[config.mk]
export PLATFORM = sky130hd
export DESIGN_NAME = divider_radix2_iter
export DESIGN_NICKNAME = d
export VERILOG_FILES = /design/src/rtl/divider_pkg.sv /design/src/rtl/divider_radix2_iter_restoring_step.sv /design/src/rtl/divider_radix2_iter.sv
export SDC_FILE = /design/constraint.sdc
export NUM_CORES = 1
export LEC_CHECK = 0
export CELL_PAD_IN_SITES_DETAIL_PLACEMENT = 1
export CELL_PAD_IN_SITES_GLOBAL_PLACEMENT = 2
export CORE_ASPECT_RATIO = 1.75
export CORE_MARGIN = 5
export CORE_UTILIZATION = 31
export CTS_BUF_LIST = sky130_fd_sc_hd__clkbuf_4 sky130_fd_sc_hd__clkbuf_8 sky130_fd_sc_hd__clkbuf_16
export CTS_CLUSTER_SIZE = 40
export DETAILED_ROUTE_END_ITERATION = 7
export PLACE_DENSITY_LB_ADDON = 0.1
export RECOVER_POWER = 50
export SYNTH_ARGS = -nofsm -noshare
export SYNTH_HDL_FRONTEND = slang
export SYNTH_SLANG_ARGS = --single-unit
[constraint.sdc]
create_clock -name clk -period 3.2 [get_ports clk]
set_input_delay 0.64 -clock clk [delete_from_list [all_inputs] [get_ports clk]]
set_output_delay 0.64 -clock clk [all_outputs]
set_load 0.02 [all_outputs]
[src/rtl/divider_pkg.sv]
// -----------------------------------------------------------------------------
// divider_pkg
// Shared definitions for the iterative radix-2 signed divider.
//   - div_state_e : controller states (IDLE, CALC, DONE)
//   - dbz_quot()  : quotient reported for a zero divisor (all ones, i.e. -1)
//   - ovf_quot()  : quotient reported for the single overflowing case
//                   (-2^(w-1) / -1), which is -2^(w-1) itself
//   - ovf_rem()   : remainder reported for the overflowing case
// The constant functions return 32-bit values. The caller truncates them to
// its own operand width, so one definition serves every legal width (4..32).
// -----------------------------------------------------------------------------
package divider_pkg;

  typedef enum logic [1:0] {
    IDLE = 2'd0,
    CALC = 2'd1,
    DONE = 2'd2
  } div_state_e;

  // All ones in the low w bits.
  function automatic logic [31:0] dbz_quot(input int unsigned w);
    return 32'hFFFF_FFFF >> (32'd32 - w);
  endfunction

  // Most negative w-bit two's-complement value.
  function automatic logic [31:0] ovf_quot(input int unsigned w);
    return 32'h0000_0001 << (w - 32'd1);
  endfunction

  // The overflow case always divides exactly.
  function automatic logic [31:0] ovf_rem();
    return 32'h0000_0000;
  endfunction

endpackage

[src/rtl/divider_radix2_iter_restoring_step.sv]
// -----------------------------------------------------------------------------
// divider_RestoringStep
// One combinational restoring-division step on unsigned magnitudes.
// Ports:
//   rem_in  [width:0] : partial remainder entering the step
//   div_mag [width:0] : divisor magnitude
//   bit_in            : next dividend bit, MSB first
//   rem_out [width:0] : partial remainder after the step
//   q_bit             : quotient bit produced by the step
// -----------------------------------------------------------------------------
module divider_RestoringStep #(
  parameter int width = 8
) (
  input  logic [width:0] rem_in,
  input  logic [width:0] div_mag,
  input  logic           bit_in,
  output logic [width:0] rem_out,
  output logic           q_bit
);

  logic [width+1:0] trial_s;
  logic [width+1:0] diff_s;

  // Shift in the next dividend bit, then trial-subtract the divisor.
  // For a non-zero divisor rem_in < div_mag <= 2^(width-1), so trial_s stays
  // below 2^(width+1) and the top bit of the difference is a clean borrow.
  always_comb begin
    trial_s = {rem_in, bit_in};
    diff_s  = trial_s - {1'b0, div_mag};
    q_bit   = ~diff_s[width+1];
    if (q_bit) begin
      rem_out = diff_s[width:0];
    end else begin
      rem_out = trial_s[width:0];
    end
  end

endmodule

[src/rtl/divider_radix2_iter.sv]
// -----------------------------------------------------------------------------
// divider_radix2_iter
// Iterative signed divider. It computes one restoring radix-2 step per clock
// on operand magnitudes, then applies the sign correction when it writes the
// output registers. Results truncate toward zero, and the remainder takes the
// sign of the dividend.
//
// Parameters:
//   width     : operand/result width in bits (4..32)
//   cnt_width : iteration counter width
// Ports:
//   clk          : clock; all state changes on the rising edge
//   reset        : asynchronous active-low reset
//   in_val       : request valid
//   in_rdy       : divider idle and able to accept a request
//   in_dividend  : signed dividend
//   in_divisor   : signed divisor
//   out_val      : result valid; stays high until out_rdy is seen
//   out_rdy      : consumer accepts the result
//   out_quot     : signed quotient
//   out_rem      : signed remainder
//   out_dbz      : divide-by-zero flag, valid with out_val
//                  (present only when DIVIDER_RADIX2_ITER_DBZ_FLAG_EN is defined)
//
// Timing: the accepting cycle is followed by width CALC cycles and then DONE.
// out_val is therefore high width+1 cycles after the accepting cycle.
// Back-to-back requests complete once every width+2 cycles.
// -----------------------------------------------------------------------------
module divider_radix2_iter
  import divider_pkg::*;
#(
  parameter int width     = 8,
  parameter int cnt_width = $clog2(width + 1)
) (
  input  logic             clk,
  input  logic             reset,
  input  logic             in_val,
  output logic             in_rdy,
  input  logic [width-1:0] in_dividend,
  input  logic [width-1:0] in_divisor,
  output logic             out_val,
  input  logic             out_rdy,
  output logic [width-1:0] out_quot,
  output logic [width-1:0] out_rem
`ifdef DIVIDER_RADIX2_ITER_DBZ_FLAG_EN
  ,
  output logic             out_dbz
`endif
);

  localparam logic [width-1:0]     dbz_q_c    = width'(dbz_quot(width));
  localparam logic [width-1:0]     ovf_q_c    = width'(ovf_quot(width));
  localparam logic [width-1:0]     ovf_r_c    = width'(ovf_rem());
  localparam logic [cnt_width-1:0] cnt_load_c = cnt_width'(width);
  localparam logic [cnt_width-1:0] cnt_one_c  = {{(cnt_width-1){1'b0}}, 1'b1};
  localparam logic [width:0]       one_ext_c  = {{width{1'b0}}, 1'b1};

  div_state_e state_r;
  div_state_e state_nxt_s;

  logic [cnt_width-1:0] cnt_r;
  logic                 rdy_r;
  logic                 val_r;

  // Dividend bits leave quo_r at the MSB while quotient bits enter at the
  // LSB. After width steps quo_r holds the quotient magnitude.
  logic [width-1:0] quo_r;
  logic [width:0]   prem_r;
  logic [width:0]   div_mag_r;
  logic [width-1:0] dvd_r;
  logic             q_neg_r;
  logic             r_neg_r;
  logic             dbz_r;
  logic             ovf_r;
  logic [width-1:0] quot_r;
  logic [width-1:0] rem_r;

  logic             accept_s;
  logic             step_s;
  logic             last_s;
  logic             release_s;
  logic [width-1:0] dvd_mag_s;
  logic [width:0]   dvr_ext_s;
  logic [width:0]   dvr_mag_s;
  logic             dbz_in_s;
  logic             ovf_in_s;
  logic [width:0]   prem_nxt_s;
  logic             q_bit_s;
  logic [width-1:0] q_mag_s;
  logic [width-1:0] r_mag_s;
  logic [width-1:0] quot_fin_s;
  logic [width-1:0] rem_fin_s;

  // Operand magnitudes and special-case detection on the request inputs.
  // The dividend magnitude fits in width unsigned bits even for -2^(width-1).
  // The divisor magnitude is kept at width+1 bits to match the step datapath.
  always_comb begin
    if (in_dividend[width-1]) begin
      dvd_mag_s = ~in_dividend + {{(width-1){1'b0}}, 1'b1};
    end else begin
      dvd_mag_s = in_dividend;
    end
    dvr_ext_s = {in_divisor[width-1], in_divisor};
    if (dvr_ext_s[width]) begin
      dvr_mag_s = ~dvr_ext_s + one_ext_c;
    end else begin
      dvr_mag_s = dvr_ext_s;
    end
    dbz_in_s = (in_divisor == {width{1'b0}});
    ovf_in_s = (in_dividend == ovf_q_c) && (in_divisor == dbz_q_c);
  end

  divider_RestoringStep #(
    .width (width)
  ) u_step (
    .rem_in  (prem_r),
    .div_mag (div_mag_r),
    .bit_in  (quo_r[width-1]),
    .rem_out (prem_nxt_s),
    .q_bit   (q_bit_s)
  );

  // Sign correction and special-case substitution for the final step.
  always_comb begin
    q_mag_s = {quo_r[width-2:0], q_bit_s};
    r_mag_s = prem_nxt_s[width-1:0];
    if (dbz_r) begin
      quot_fin_s = dbz_q_c;
      rem_fin_s  = dvd_r;
    end else if (ovf_r) begin
      quot_fin_s = ovf_q_c;
      rem_fin_s  = ovf_r_c;
    end else begin
      if (q_neg_r) begin
        quot_fin_s = ~q_mag_s + {{(width-1){1'b0}}, 1'b1};
      end else begin
        quot_fin_s = q_mag_s;
      end
      if (r_neg_r) begin
        rem_fin_s = ~r_mag_s + {{(width-1){1'b0}}, 1'b1};
      end else begin
        rem_fin_s = r_mag_s;
      end
    end
  end

  // Controller state register.
  always_ff @(posedge clk or negedge reset) begin
    if (!reset) begin
      state_r <= IDLE;
    end else begin
      state_r <= state_nxt_s;
    end
  end

  // Controller next-state and per-cycle control strobes.
  always_comb begin
    state_nxt_s = state_r;
    accept_s    = 1'b0;
    step_s      = 1'b0;
    last_s      = 1'b0;
    release_s   = 1'b0;
    case (state_r)
      IDLE: begin
        if (in_val && rdy_r) begin
          accept_s    = 1'b1;
          state_nxt_s = CALC;
        end else begin
          state_nxt_s = IDLE;
        end
      end
      CALC: begin
        step_s = 1'b1;
        if (cnt_r == cnt_one_c) begin
          last_s      = 1'b1;
          state_nxt_s = DONE;
        end else begin
          state_nxt_s = CALC;
        end
      end
      DONE: begin
        if (out_rdy) begin
          release_s   = 1'b1;
          state_nxt_s = IDLE;
        end else begin
          state_nxt_s = DONE;
        end
      end
      default: begin
        state_nxt_s = IDLE;
      end
    endcase
  end

  // Handshake flags registered from the next state. rdy_r stays low for the
  // first cycle after reset is released.
  always_ff @(posedge clk or negedge reset) begin
    if (!reset) begin
      rdy_r <= 1'b0;
      val_r <= 1'b0;
    end else begin
      rdy_r <= (state_nxt_s == IDLE);
      val_r <= (state_nxt_s == DONE);
    end
  end

  // Iteration counter: loaded on accept, and reaches 0 on the final step.
  always_ff @(posedge clk or negedge reset) begin
    if (!reset) begin
      cnt_r <= {cnt_width{1'b0}};
    end else if (accept_s) begin
      cnt_r <= cnt_load_c;
    end else if (step_s) begin
      cnt_r <= cnt_r - cnt_one_c;
    end
  end

  // Operand, sign and iteration datapath registers.
  always_ff @(posedge clk or negedge reset) begin
    if (!reset) begin
      quo_r     <= {width{1'b0}};
      prem_r    <= {(width+1){1'b0}};
      div_mag_r <= {(width+1){1'b0}};
      dvd_r     <= {width{1'b0}};
      q_neg_r   <= 1'b0;
      r_neg_r   <= 1'b0;
      dbz_r     <= 1'b0;
      ovf_r     <= 1'b0;
    end else if (accept_s) begin
      quo_r     <= dvd_mag_s;
      prem_r    <= {(width+1){1'b0}};
      div_mag_r <= dvr_mag_s;
      dvd_r     <= in_dividend;
      q_neg_r   <= in_dividend[width-1] ^ in_divisor[width-1];
      r_neg_r   <= in_dividend[width-1];
      dbz_r     <= dbz_in_s;
      ovf_r     <= ovf_in_s;
    end else if (step_s) begin
      quo_r  <= {quo_r[width-2:0], q_bit_s};
      prem_r <= prem_nxt_s;
    end
  end

  // Result registers: written once, on the final step, and held through DONE.
  always_ff @(posedge clk or negedge reset) begin
    if (!reset) begin
      quot_r <= {width{1'b0}};
      rem_r  <= {width{1'b0}};
    end else if (last_s) begin
      quot_r <= quot_fin_s;
      rem_r  <= rem_fin_s;
    end
  end

`ifdef DIVIDER_RADIX2_ITER_DBZ_FLAG_EN
  logic dbz_out_r;

  // Divide-by-zero flag: high only while the result it belongs to is valid.
  always_ff @(posedge clk or negedge reset) begin
    if (!reset) begin
      dbz_out_r <= 1'b0;
    end else if (last_s) begin
      dbz_out_r <= dbz_r;
    end else if (release_s) begin
      dbz_out_r <= 1'b0;
    end
  end

  assign out_dbz = dbz_out_r;
`endif

  assign in_rdy   = rdy_r;
  assign out_val  = val_r;
  assign out_quot = quot_r;
  assign out_rem  = rem_r;

endmodule

==> run summary, run 1 <==
CP Launch Type = flop
nets@finish = 512
post-synthesis sequential area ratio = 41.3%
Worst Path Max Fanout = 6
Starting Density = 31.7%
Reg clk slew, reported paths = 0.05 ns
ratio of cells with drive above 1 in the final layout = 11.7%
number of synthesized flops with an enable pin = 0
f_max = 327 MHz
leakage power = 2.05 nW
Die Y-Extent = 154 um
Final ANT Viol Nets = 0
core area = 11600 um2
clk sinks = 61
Slew Viols, Final = 32
Num CTS Buffers = 9
Clock Path Buffers = 2
routed len/inst = 18.4 um
Synth Register Bits = 61
worst r2r path cells = 14
headroom to the max-slew limit = -15.3%
vias in the first global route = 3480
vias post-DR = 3233
Reg2Reg Setup Slack = 0.14 ns
ys async rst share = 100%
Setup TNS = 0 ns
max cap viols = 1
DRC viols = 0
gp weighted congestion = 0.800
synth unique cells = 54
Die Area = 14300 um2
Post-CTS Hold Fix Bufs = 0
Final period util = 95.5%
final setup violation count = 0
Worst Tran Pin Value = 1.73 ns
via density per instance = 5.26
CTS root buf = clkbuf_16
outcome = finished, violations left
Ports = 38
initial antenna violation count = 0
grt total ovfl = 0
port buffer count = 37
most frequent cells in the layout = 83 x nand2_1, 61 x dfrtp_1, 43 x o21ai_0
peak supply drop = 0.420 mV
antenna cell count = 0
post-synthesis net count = 468
DRT iter0 DRCs = 91
Die Width = 92.5 um
1st-pass router iterations = 5
final wirelength = 11300 um
Post-Synthesis Cells = 431
first-pass GRT wire length = 18700 um
Ys Warns = 0
worst hold path depth = 2
worst hold start = out_quot[0]$_DFFE_PN0P_
crit path DAT = 3.28 ns
H-Tree Depth = 3
Final Power = 6.28 mW
Cell Rows = 52
power density cells = 1350 nW/um2
RR Startpoint = div_mag_r[5]$_DFFE_PN0P_
Synth Cell Area = 3690 um2
hold endpoint = out_quot[0]$_DFFE_PN0P_
Synth Flop Type = dfrtp_1
largest net degree at the start of global routing = 32
Worst-Skew Late Latency = 0.33 ns
GRT Total Usage = 17.0%
hold_ws = 0.469 ns
most common cell after layout, fill and taps aside = nand2_1
RR Endpoint = out_rem[6]$_DFFE_PN0P_
worst path required time = 3.42 ns
unrepaired setup endpoints after global routing = false
endpoint class of the critical path = flop
Layout area overhead = 26.3%
mean post-synth cell area = 8.57 um2
Layout Skew = 0.00487 ns
violated checks = capacitance limit, slew limit
min cycle time layout = 3.06 ns
Setup CP Type = reg2reg
Final Hold Viols = 0
HP Class = reg2reg
Detail Placement HPWL = 8660 um
TritonCTS clock tree = yes
==> per-stage QoR <==
stage	area [um2]	util [%]	worst slack (ns)	cells
global route	4670	40.1	0.000321	615
CTS	4590	39.4	0.0877	614
finish	4670	40.1	0.143	615
global placement	4280	36.7	0.206	598
floorplan	3690	-	0.120	431
detailed placement	4280	36.7	0.116	598
==> worst max-delay path by stage <==
stage                        startpoint                endpoint  slack, ns  cells past startpoint
2_1_floorplan     prem_r[4]$_DFFE_PN0P_  out_rem[6]$_DFFE_PN0P_       0.12                     14
3_3_place_gp      prem_r[5]$_DFFE_PN0P_  out_rem[4]$_DFFE_PN0P_       0.21                     14
3_5_place_dp      prem_r[1]$_DFFE_PN0P_  out_rem[4]$_DFFE_PN0P_       0.12                     14
4_1_cts           prem_r[7]$_DFFE_PN0P_  out_rem[4]$_DFFE_PN0P_       0.09                     14
5_1_grt            quo_r[7]$_DFFE_PN0P_  out_rem[6]$_DFFE_PN0P_     0.0003                     12
6_report       div_mag_r[5]$_DFFE_PN0P_  out_rem[6]$_DFFE_PN0P_       0.14                     14
==> timing repair <==
item	4_1_cts	5_1_grt
hold endpoints to repair	0	0
setup endpoints to repair	0	3
setup buffers	0	1
gates resized for setup	0	16
==> cell families (layout without fill, tap and decap cells) <==
kind of cell / after synthesis / in the layout / synth area share [%]
xor gates and xnor gates: 33 / 33 / 8.03
muxes: 8 / 8 / 2.17
buffers and inverters: 43 / 92 / 4.77
adders and majority gates: 17 / 17 / 5.96
and+or+nand+nor: 166 / 166 / 20.4
AOI/OAI and AO/OA: 103 / 103 / 17.4
DFF: 61 / 61 / 41.3
==> per-layer routing <==
| layer | share of wire, % | up-vias | GRT usage (%) |
|---|---|---|---|
| li1 | - | 1569 | - |
| met4 | 2.7 | 0 | 6.95 |
| met2 | 56 | 36 | 31.3 |
| met1 | 40 | 1612 | 18.8 |
| met5 | 0 | - | 0 |
| met3 | 2.1 | 16 | 3.16 |
==> sequential cells by signal (all words and copies together) (netlist names) <==
register and flops:
cnt_r 4, dbz_r 1, div_mag_r 9, dvd_r 8
in_rdy 1, out_quot 8, out_rem 8, out_val 1
ovf_r 1, prem_r 9, q_neg_r 1, quo_r 8
state_r 2
==> Yosys cell counts (2+ instances only) <==
library cell / number / area share [%]
a211oi_1: 3 / 0.61
a21oi_1: 17 / 2.3
a21oi_2: 3 / 0.71
a22oi_1: 2 / 0.41
a31oi_1: 5 / 0.85
and2_1: 2 / 0.34
buf_6: 2 / 0.61
clkbuf_1: 21 / 2.1
dfrtp_1: 61 / 41
ha_1: 16 / 5.4
inv_1: 19 / 1.9
mux2i_1: 8 / 2.2
nand2_1: 83 / 8.4
nand2b_1: 6 / 1.0
nand3_1: 14 / 1.9
nand3b_1: 2 / 0.41
nand4_1: 2 / 0.34
nor2_1: 35 / 3.6
nor2b_1: 3 / 0.51
nor3_1: 2 / 0.27
o211ai_1: 2 / 0.41
o21a_1: 2 / 0.41
o21ai_0: 45 / 6.1
o311ai_0: 2 / 0.47
o31ai_1: 6 / 1.2
o41ai_1: 5 / 1.2
or3_1: 5 / 0.85
or4_1: 2 / 0.41
xnor2_1: 17 / 4.0
xor2_1: 15 / 3.6
==> layout make-up <==
cell class / instances / area [um2]
Inverter: 20 / 75.1
Tap cell: 135 / 169
Timing Repair Buffer: 56 / 504
Multi-Input combinational cell: 327 / 2080
Clock inverter: 3 / 42.5
Fill cell: 1360 / 6980
Clock buffer: 13 / 274
Sequential cell: 61 / 1530
==> worst max-delay path: stages (launching register included) <==
cell	delay [ns]
dfrtp_1	0.34
inv_1	0.06
ha_1	0.30
and4_4	0.20
nor2b_4	0.12
a311oi_2	0.33
xnor2_2	0.18
inv_2	0.13
mux2i_4	0.21
ha_2	0.21
and2_1	0.14
and4_1	0.19
or3_1	0.38
nand3_2	0.09
a21oi_2	0.05
==> where the power goes <==
| group | total [mW] | switching (mW) | internal (mW) |
|---|---|---|---|
| Clock | 1.02 | 0.349 | 0.673 |
| Sequential | 1.45 | 0.330 | 1.12 |
| Combinational | 3.81 | 2.17 | 1.64 |
| Total | 6.28 | 2.85 | 3.44 |
(Power assumes the default switching activity.)
==> run 2, diff against run 1 <==
--- a/config.mk
+++ b/config.mk
@@ -5,6 +5,7 @@
 export SDC_FILE = /design/constraint.sdc
 export NUM_CORES = 1
 export LEC_CHECK = 0
+export CAP_MARGIN = 20
 export CELL_PAD_IN_SITES_DETAIL_PLACEMENT = 1
 export CELL_PAD_IN_SITES_GLOBAL_PLACEMENT = 2
 export CORE_ASPECT_RATIO = 1.75
@@ -14,7 +15,6 @@
 export CTS_CLUSTER_SIZE = 40
 export DETAILED_ROUTE_END_ITERATION = 7
 export PLACE_DENSITY_LB_ADDON = 0.1
-export RECOVER_POWER = 50
 export SYNTH_ARGS = -nofsm -noshare
 export SYNTH_HDL_FRONTEND = slang
 export SYNTH_SLANG_ARGS = --single-unit
==> run 2 against run 1 <==
Against the previous run:
- the run now ends clean
- register-to-register slack about the same
- final cell count stayed put
- via count about the same
- sequential share of layout area shrank 0.14 points
- largest cell class unchanged
- clock skew barely moved
- design area up 0.43%
- clock power is essentially flat
- worst hold slack worse by 0.098 ns
- global-route usage is the same
==> run summary, run 2 (synthesis gave the netlist of run 1 again) <==
final setup violation count = 0 (unchanged)
Final Power = 6.29 mW (about the same)
outcome = finished, final reports clean
1st-pass router iterations = 5 (unchanged)
Num CTS Buffers = 9 (unchanged)
Final period util = 95.5% (unchanged)
port buffer count = 37 (unchanged)
headroom to the max-slew limit = 49.7% (+65 points)
f_max = 327 MHz (unchanged)
Layout Skew = 0.00485 ns (-0.0000187 ns)
Setup CP Type = reg2reg
H-Tree Depth = 3 (unchanged)
crit path cell chain = inv_1, ha_1, and4_4, nor2b_4, a311oi_2, xnor2_2, inv_2, mux2i_4, ha_2, and2_1, and4_1, or3_1, nand3_2, a21oi_2
fillers = 1356 (-0.29%)
gp weighted congestion = 0.800 (unchanged)
critical path's largest stage delay = 0.38 ns (about the same)
nets@finish = 512 (unchanged)
unrepaired setup endpoints after global routing = false
Cell Rows = 52 (unchanged)
GRT Total Usage = 17.0% (unchanged)
top flop regs = div_mag_r x9, prem_r x9
most common cell after layout, fill and taps aside = nand2_1
Post-CTS Hold Fix Bufs = 0 (unchanged)
Die Width = 92.5 um (unchanged)
worst path required time = 3.42 ns (about the same)
clk sinks = 61 (unchanged)
crit path DAT = 3.28 ns (about the same)
Reg clk slew, reported paths = 0.05 ns (about the same)
DRC viols = 0 (unchanged)
core area = 11600 um2 (unchanged)
first-pass GRT wire length = 18700 um (unchanged)
Setup TNS = 0 ns (unchanged)
Detail Placement HPWL = 8660 um (unchanged)
CP max-delay cell = or3_1
via density per instance = 5.26 (about the same)
hold_ws = 0.371 ns (-0.0982 ns)
Worst Path Max Fanout = 6 (unchanged)
CTS root buf = clkbuf_16
Die Y-Extent = 154 um (unchanged)
Die Area = 14300 um2 (unchanged)
peak supply drop = 0.420 mV (unchanged)
min cycle time layout = 3.06 ns (unchanged)
Final Core Density = 40.2% (+0.17 points)
TritonCTS clock tree = yes
leakage power = 2.06 nW (+0.58%)
routed len/inst = 18.4 um (about the same)
largest net degree at the start of global routing = 32 (unchanged)
ratio of cells with drive above 1 in the final layout = 12.1% (+0.42 points)
Layout area overhead = 26.9%
most frequent cells in the layout = 83 x nand2_1, 61 x dfrtp_1, 43 x o21ai_0
Slew Viols, Final = 0 (-100%)
max cap viols = 0 (-1)
Worst Tran Pin Value = 0.755 ns (-0.974 ns)
antenna cell count = 0 (unchanged)
HP Class = in2async
DRT iter0 DRCs = 92 (+1.1%)
power density cells = 1340 nW/um2 (-0.34%)
Starting Density = 31.7% (unchanged)
Clock Path Buffers = 2 (unchanged)
Final ANT Viol Nets = 0 (unchanged)
final wirelength = 11300 um (about the same)
initial antenna violation count = 0 (unchanged)
CP Launch Type = flop
Post-DP Area = 4280 um2 (unchanged)
Final Hold Viols = 0 (unchanged)
Worst-Skew Late Latency = 0.33 ns (about the same)
vias post-DR = 3235 (+0.062%)
endpoint class of the critical path = flop
Ports = 38 (unchanged)
grt total ovfl = 0 (unchanged)
design area = 4690 um2 (+0.43%)
vias in the first global route = 3480 (unchanged)
run 2: metal layers:
| layer | track usage, % | wire length (um) | vias to the layer above |
|---|---|---|---|
| li1 | - | - | 1570 |
| met1 | 18.8 | 4470 | 1613 |
| met2 | 31.3 | 6320 | 36 |
| met3 | 3.16 | 236 | 16 |
| met4 | 6.95 | 301 | 0 |
| met5 | 0 | 0 | - |
run 2: critical path, delay by kind of cell, from the launching register on:
family                   cells  cell delay (ns)
buffers and inverters        2             0.19
flip-flops                   1             0.34
AO/OA/AOI/OAI                2             0.38
XOR/XNOR                     1             0.18
multiplexers                 1             0.21
adder cells (fa/ha/maj)      2             0.51
AND/OR/NAND/NOR              6             1.12
run 2: stage by stage:
step,std cells,setup WS [ns]
6_report,615,0.143
5_1_grt,615,0.000321
4_1_cts,614,0.0877
3_5_place_dp,598,0.116
3_3_place_gp,598,0.206
2_1_floorplan,431,0.120
run 2: cell type report:
class | instances | area, um2 | share of cell area, %
sequential | 61 | 1530 | 32.6
inverter | 20 | 75.1 | 1.60
multi-input combinational | 327 | 2080 | 44.3
timing repair buffer | 56 | 524 | 11.2
clock buffer | 13 | 274 | 5.85
clock inverter | 3 | 42.5 | 0.908
tap | 135 | 169 | 3.60
run 2: worst paths after layout:
check	startpoint	to	slack [ns]	depth (start not counted)
max	div_mag_r[5]$_DFFE_PN0P_	out_rem[6]$_DFFE_PN0P_	0.14	14
min	reset	cnt_r[3]$_DFFE_PN0P_	0.37	1
max reg2reg	div_mag_r[5]$_DFFE_PN0P_	out_rem[6]$_DFFE_PN0P_	0.14	14
min reg2reg	out_quot[0]$_DFFE_PN0P_	out_quot[0]$_DFFE_PN0P_	0.47	2
max in group asynchronous	reset	dvd_r[6]$_DFFE_PN0P_	2.18	2
min in group clk	out_quot[0]$_DFFE_PN0P_	out_quot[0]$_DFFE_PN0P_	0.47	2
run 2: what timing repair did:
action | in CTS | in global routing
endpoints found under the hold margin | 0 | 0
buffers inserted | 0 | 1
endpoints found under the setup margin | 0 | 3
gates resized for setup | 0 | 16
run 2: where the power goes:
part	switching (mW)	total (mW)	internal, mW	leakage, nW
combinational	2.17	3.82	1.65	1.14
sequential	0.330	1.45	1.12	0.767
clock	0.349	1.02	0.673	0.155
total	2.85	6.29	3.44	2.06
